## config.mk

```make
export PLATFORM = sky130hd
export DESIGN_NAME = wire_rx
export DESIGN_NICKNAME = d
export VERILOG_FILES = /design/src/rtl/wire_rx_pkg.sv /design/src/rtl/wire_sync.sv /design/src/rtl/wire_rx.sv
export SDC_FILE = /design/constraint.sdc
export NUM_CORES = 1
export LEC_CHECK = 0
export BUFFER_PORTS_ARGS = -buffer_cell sky130_fd_sc_hd__buf_2
export CELL_PAD_IN_SITES_DETAIL_PLACEMENT = 0
export CELL_PAD_IN_SITES_GLOBAL_PLACEMENT = 1
export CORE_ASPECT_RATIO = 1.5
export CORE_UTILIZATION = 48
export CTS_CLUSTER_DIAMETER = 60
export CTS_CLUSTER_SIZE = 16
export DETAILED_ROUTE_END_ITERATION = 12
export GPL_TIMING_DRIVEN = 0
export PLACE_DENSITY_LB_ADDON = 0.15
export SLEW_MARGIN = 20
export SYNTH_ARGS = -nofsm -noshare
export SYNTH_HDL_FRONTEND = slang
export SYNTH_SLANG_ARGS = --single-unit
```

## constraint.sdc

```tcl
create_clock -name clk -period 4.62 [get_ports clk]
set_input_delay 0.231 -clock clk [delete_from_list [all_inputs] [get_ports clk]]
set_output_delay 0.231 -clock clk [all_outputs]
set_load 0.01 [all_outputs]
```

## src/rtl/wire_rx_pkg.sv

```systemverilog
// Shared definitions for the wire_rx receiver: debounce FSM states and
// the glitch counter width.
package wire_rx_pkg;

    typedef enum logic [1:0] {
        ST_LO   = 2'd0,
        PEND_HI = 2'd1,
        ST_HI   = 2'd2,
        PEND_LO = 2'd3
    } rx_state_t;

    localparam int GLITCH_W = 8;

endpackage

```

## src/rtl/wire_sync.sv

```systemverilog
// Multi-flop synchroniser for an asynchronous single-bit line. The chain
// resets to INIT_LEVEL so the downstream FSM sees a settled idle value.
module wire_sync #(
    parameter int SYNC_STAGES = 2,
    parameter bit INIT_LEVEL  = 1'b0
) (
    input  logic clk,
    input  logic rstn,
    input  logic d,
    output logic q
);

    logic [SYNC_STAGES-1:0] chain;

    // Shift the raw line through the synchroniser chain.
    always_ff @(posedge clk or negedge rstn) begin
        if (!rstn) begin
            chain <= {SYNC_STAGES{INIT_LEVEL}};
        end else begin
            chain <= {chain[SYNC_STAGES-2:0], d};
        end
    end

    assign q = chain[SYNC_STAGES-1];

endmodule

```

## src/rtl/wire_rx.sv

```systemverilog
// Receiving end of a single-bit wire link: synchronise, debounce, emit
// rise/fall strobes, measure high-pulse width and count rejected glitches.
module wire_rx
    import wire_rx_pkg::*;
#(
    parameter int SYNC_STAGES = 2,
    parameter int DEB_CYCLES  = 4,
    parameter int CNT_W       = 16,
    parameter bit INIT_LEVEL  = 1'b0
) (
    input  logic                clk,
    input  logic                rstn,
    input  logic                in,
    output logic                level,
    output logic                rise,
    output logic                fall,
    output logic [CNT_W-1:0]    width,
    output logic                width_valid,
    output logic [GLITCH_W-1:0] glitch_cnt
);

    localparam int DEB_W = $clog2(DEB_CYCLES + 1);
    // deb_cnt value that, once incremented, reaches DEB_CYCLES
    localparam logic [DEB_W-1:0] DEB_LAST = DEB_W'(DEB_CYCLES - 1);
    localparam rx_state_t RST_STATE = INIT_LEVEL ? ST_HI : ST_LO;

    logic             s;
    rx_state_t        state, state_next;
    logic [DEB_W-1:0] deb_cnt, deb_next;
    logic             go_hi, go_lo, glitch;
    logic [CNT_W-1:0] hi_cnt, hi_next;

    function automatic logic [CNT_W-1:0] sat_inc_cnt(input logic [CNT_W-1:0] v);
        return (&v) ? v : v + CNT_W'(1);
    endfunction

    function automatic logic [GLITCH_W-1:0] sat_inc_glitch(input logic [GLITCH_W-1:0] v);
        return (&v) ? v : v + GLITCH_W'(1);
    endfunction

    wire_sync #(
        .SYNC_STAGES(SYNC_STAGES),
        .INIT_LEVEL (INIT_LEVEL)
    ) u_sync (
        .clk (clk),
        .rstn(rstn),
        .d   (in),
        .q   (s)
    );

    // Debounce FSM: decide next state and whether a change is accepted or rejected.
    always_comb begin
        state_next = state;
        deb_next   = deb_cnt;
        go_hi      = 1'b0;
        go_lo      = 1'b0;
        glitch     = 1'b0;
        case (state)
            ST_LO: begin
                if (s) begin
                    if (DEB_CYCLES == 1) begin
                        state_next = ST_HI;
                        go_hi      = 1'b1;
                        deb_next   = '0;
                    end else begin
                        state_next = PEND_HI;
                        deb_next   = DEB_W'(1);
                    end
                end
            end
            PEND_HI: begin
                if (!s) begin
                    state_next = ST_LO;
                    deb_next   = '0;
                    glitch     = 1'b1;
                end else if (deb_cnt == DEB_LAST) begin
                    state_next = ST_HI;
                    go_hi      = 1'b1;
                    deb_next   = '0;
                end else begin
                    deb_next = deb_cnt + DEB_W'(1);
                end
            end
            ST_HI: begin
                if (!s) begin
                    if (DEB_CYCLES == 1) begin
                        state_next = ST_LO;
                        go_lo      = 1'b1;
                        deb_next   = '0;
                    end else begin
                        state_next = PEND_LO;
                        deb_next   = DEB_W'(1);
                    end
                end
            end
            PEND_LO: begin
                if (s) begin
                    state_next = ST_HI;
                    deb_next   = '0;
                    glitch     = 1'b1;
                end else if (deb_cnt == DEB_LAST) begin
                    state_next = ST_LO;
                    go_lo      = 1'b1;
                    deb_next   = '0;
                end else begin
                    deb_next = deb_cnt + DEB_W'(1);
                end
            end
            default: begin
                state_next = ST_LO;
                deb_next   = '0;
            end
        endcase
    end

    // Count of cycles level has been high, including the current one.
    assign hi_next = level ? sat_inc_cnt(hi_cnt) : hi_cnt;

    // State register plus level and strobe outputs.
    always_ff @(posedge clk or negedge rstn) begin
        if (!rstn) begin
            state   <= RST_STATE;
            deb_cnt <= '0;
            level   <= INIT_LEVEL;
            rise    <= 1'b0;
            fall    <= 1'b0;
        end else begin
            state   <= state_next;
            deb_cnt <= deb_next;
            rise    <= go_hi;
            fall    <= go_lo;
            if (go_hi) begin
                level <= 1'b1;
            end else if (go_lo) begin
                level <= 1'b0;
            end
        end
    end

    // Pulse-width measurement: restart on rise, publish the final count on fall.
    always_ff @(posedge clk or negedge rstn) begin
        if (!rstn) begin
            hi_cnt      <= '0;
            width       <= '0;
            width_valid <= 1'b0;
        end else begin
            hi_cnt      <= go_hi ? '0 : hi_next;
            width_valid <= go_lo;
            if (go_lo) begin
                width <= hi_next;
            end
        end
    end

    // Saturating count of transitions rejected by the debouncer.
    always_ff @(posedge clk or negedge rstn) begin
        if (!rstn) begin
            glitch_cnt <= '0;
        end else if (glitch) begin
            glitch_cnt <= sat_inc_glitch(glitch_cnt);
        end
    end

endmodule

```

==> results_dict.tcl <==
set metrics [dict create \
    fin_nets 262 \
    post-cts-setup-buffer-count 0 \
    cp_data_required_time_ps 4800 \
    maxSlewHeadroom_pct 54.01 \
    dr_wl_met3_um 136 \
    cts_root_buffer "clkbuf_8" \
    layout_min_cycle_time_ps 1958 \
    crit_fanout 10 \
    n_fill_cell 431 \
    wl_per_cell_um 14.95 \
    io_buffers 30 \
    synth_seq_cells 50 \
    overflow 0 \
    tightest_slew_ps 686.8 \
    area_growth_pct 13.74 \
    period_share_pct 42.38 \
    leakagePower_nw 1.255 \
    wl_met2_um 2636 \
    maxSlewViolCount 0 \
    rsz0062_at_grt "false" \
    pre_cts_ws_ps 2609 \
    syn_avg_cell_area_um2 10.74 \
    yosysWarnings 0 \
    max_freq_mhz 510.7 \
    end_kind "flip-flop" \
    row_count 30 \
    syn_inst 218 \
    multi_input_area_mm2 0.001041 \
    drv_cap 0 \
    ctsHoldBuffers 0 \
    crit_path_top_delay_cell "nor3b_2" \
    grt_pass1_wl_um 8273 \
    drcViolationCount 0 \
    globalRouteTotalUtil_pct 21.29 \
    cts_resized 0 \
    ys.flop_type "dfrtp_1" \
    synth_top_area_share_pct 53.45 \
    die_h_um 87.53 \
    met1_length_um 1944 \
    setup_viol 0 \
    ys_types 47 \
    status "completed" \
    die_w_um 59.02 \
    clk_path_buf_depth 2 \
    grt_max_degree 51 \
    cp_cell_sequence "ha_1, nand3b_1, nor3b_2, clkbuf_1, nor2_1" \
    drt_pre_antenna_iters 4 \
    viasPerCell 5.488 \
    synth_edf_count 0 \
    dieArea_mm2 0.005166 \
    finalWirelength_um 4784 \
    hold_class "in2reg" \
    syn_nets 224 \
    synthArstFlopShare_pct 100.0 \
    seq_area_mm2 0.001251 \
    via_count 1756 \
    place_congestion 0.7727 \
    cpPeakStageDelay_ps 600 \
    cts.clk_slew.worst_paths_ps 80 \
    core_mm2 0.004617 \
    postRouteAntennaNets 0 \
    setup_ws_ps 2662 \
    drt-initial-drc-count 40 \
    hold_viol_final 0 \
    clk_latency_ps 300 \
    start_kind "flip-flop" \
    synthTopCellsByArea "dfrtp_1, nand2_1, xnor2_1" \
    ys_seq_area_share_pct 53.45 \
    tns_ps 0 \
    syn_area_mm2 0.002341 \
    finalNonFillerCells 320 \
    grt_antenna_before_repair 0 \
    cts_tree "yes" \
    n_antenna_cell 0 \
    vdd.ir_drop.worst_v 0.0002826 \
    htreeDepth 2 \
    highest-signal-layer "met4" \
    power_density_mw_per_mm2 463.7 \
    critPathKind "reg2reg" \
    drive_gt1_share_pct 20.70 \
    hold_ws_ps 30.50 \
    cts_made_buffers 5 \
    arrival_ps 2130 \
    start_util_pct 50.70 \
    synth_top_cell_by_area "dfrtp_1" \
    clock_sinks 50 \
    grt_pass1_vias 1745 \
    dp.cells 312 \
    fin_skew_ps 4.372 \
    dp_hpwl_um 3472 \
    ioPinCount 31 \
]
## Yosys cell counts, types with 3 or more instances
| library cell | instances |
|---|---|
| mux2i_1 | 3 |
| ha_1 | 3 |
| nor2_1 | 15 |
| nand4_1 | 7 |
| and4_1 | 6 |
| nand3_1 | 10 |
| o21ai_1 | 9 |
| o211ai_1 | 5 |
| dfrtp_1 | 50 |
| or3_1 | 4 |
| a21oi_1 | 9 |
| a31oi_1 | 4 |
| nor3_1 | 3 |
| or4_1 | 4 |
| xnor2_1 | 9 |
| nand2_1 | 22 |
| buf_2 | 3 |
| nor4_1 | 3 |
| clkbuf_1 | 3 |
| o21ai_0 | 7 |
| xor2_1 | 5 |
## final timing paths
| kind | startpoint | endpoint | slack (ps) | cells after the start |
|---|---|---|---|---|
| min reg2reg | u_sync.chain[0]$_DFF_PN0_ | u_sync.chain[1]$_DFF_PN0_ | 360 | 0 |
| max in group asynchronous | rstn | width[15]$_DFFE_PN0P_ | 3720 | 2 |
| min in group asynchronous | rstn | width[3]$_DFFE_PN0P_ | 480 | 2 |
| min | in | u_sync.chain[0]$_DFF_PN0_ | 30 | 1 |
| max reg2reg | deb_cnt[0]$_DFFE_PN0P_ | hi_cnt[8]$_DFF_PN0_ | 2660 | 5 |
| max | deb_cnt[0]$_DFFE_PN0P_ | hi_cnt[8]$_DFF_PN0_ | 2660 | 5 |
## flip-flops by register name, summed over array words and instances, names as in the netlist, named ones only
register	flops
hi_cnt	16
width	16
glitch_cnt	8
deb_cnt	3
u_sync.chain	2
level	1
rise	1
state	1
width_valid	1
## logic make-up (layout without fill, tap and decap cells)
logic type               Yosys count  in the layout  share of synthesized area (%)
AO/OA/AOI/OAI                     46             46                          12.72
XOR/XNOR                          14             14                          5.238
adder cells (fa/ha/maj)            3              3                          1.604
buffers and inverters             10             48                          2.084
flip-flops                        50             50                          53.45
multiplexers                       4              4                          1.764
AND/OR/NAND/NOR                   91             91                          23.14
## critical path, delay by kind of cell (launching register included)
kind	cells	cell delay, ps
adder cells (fa/ha/maj)	1	180
buffers and inverters	1	450
flip-flops	1	370
AND/OR/NAND/NOR	3	830
## power breakdown
group / switching [mW] / internal, mW / leakage (nW)
clock: 0.139 / 0.102 / 0.0438
combinational: 0.196 / 0.158 / 0.549
sequential: 0.104 / 0.536 / 0.662
## through the flow
stage	utilization, %	cell area, um2	power, mW
finish	57.67	2663	1.235
global route	57.67	2663	1.329
CTS	57.40	2650	1.255
detailed placement	55.69	2571	1.009
global placement	55.69	2571	0.9985
floorplan	-	2341	0.8736
## cell type report
cell class	count	share of cell area, %
sequential	50	46.99
multi-input combinational	158	39.10
timing repair buffer	31	6.109
tap	64	3.008
clock buffer	5	2.585
buffer	8	1.551
clock inverter	2	0.3759
inverter	2	0.2820
## routing by layer
layer,track usage [%],vias to the layer above
li1,-,879
met1,24.32,850
met2,39.26,21
met3,3.397,6
met4,7.576,0
met5,0,-
## placed cells by master, fill, tap and decap left out, types with 3 or more instances in the layout
master,n
nor2_1,15
dfrtp_1,50
o21ai_1,9
nor3_1,3
xor2_1,5
ha_1,3
mux2i_1,3
o21ai_0,7
a21oi_1,9
clkbuf_1,3
buf_4,3
o211ai_1,5
a31oi_1,4
or3_1,4
xnor2_1,9
clkbuf_8,5
nand4_1,7
or4_1,4
nor4_1,3
nand2_1,22
and4_1,6
nand3_1,10
buf_2,32
No activity file was read; power rests on OpenSTA's default activity.
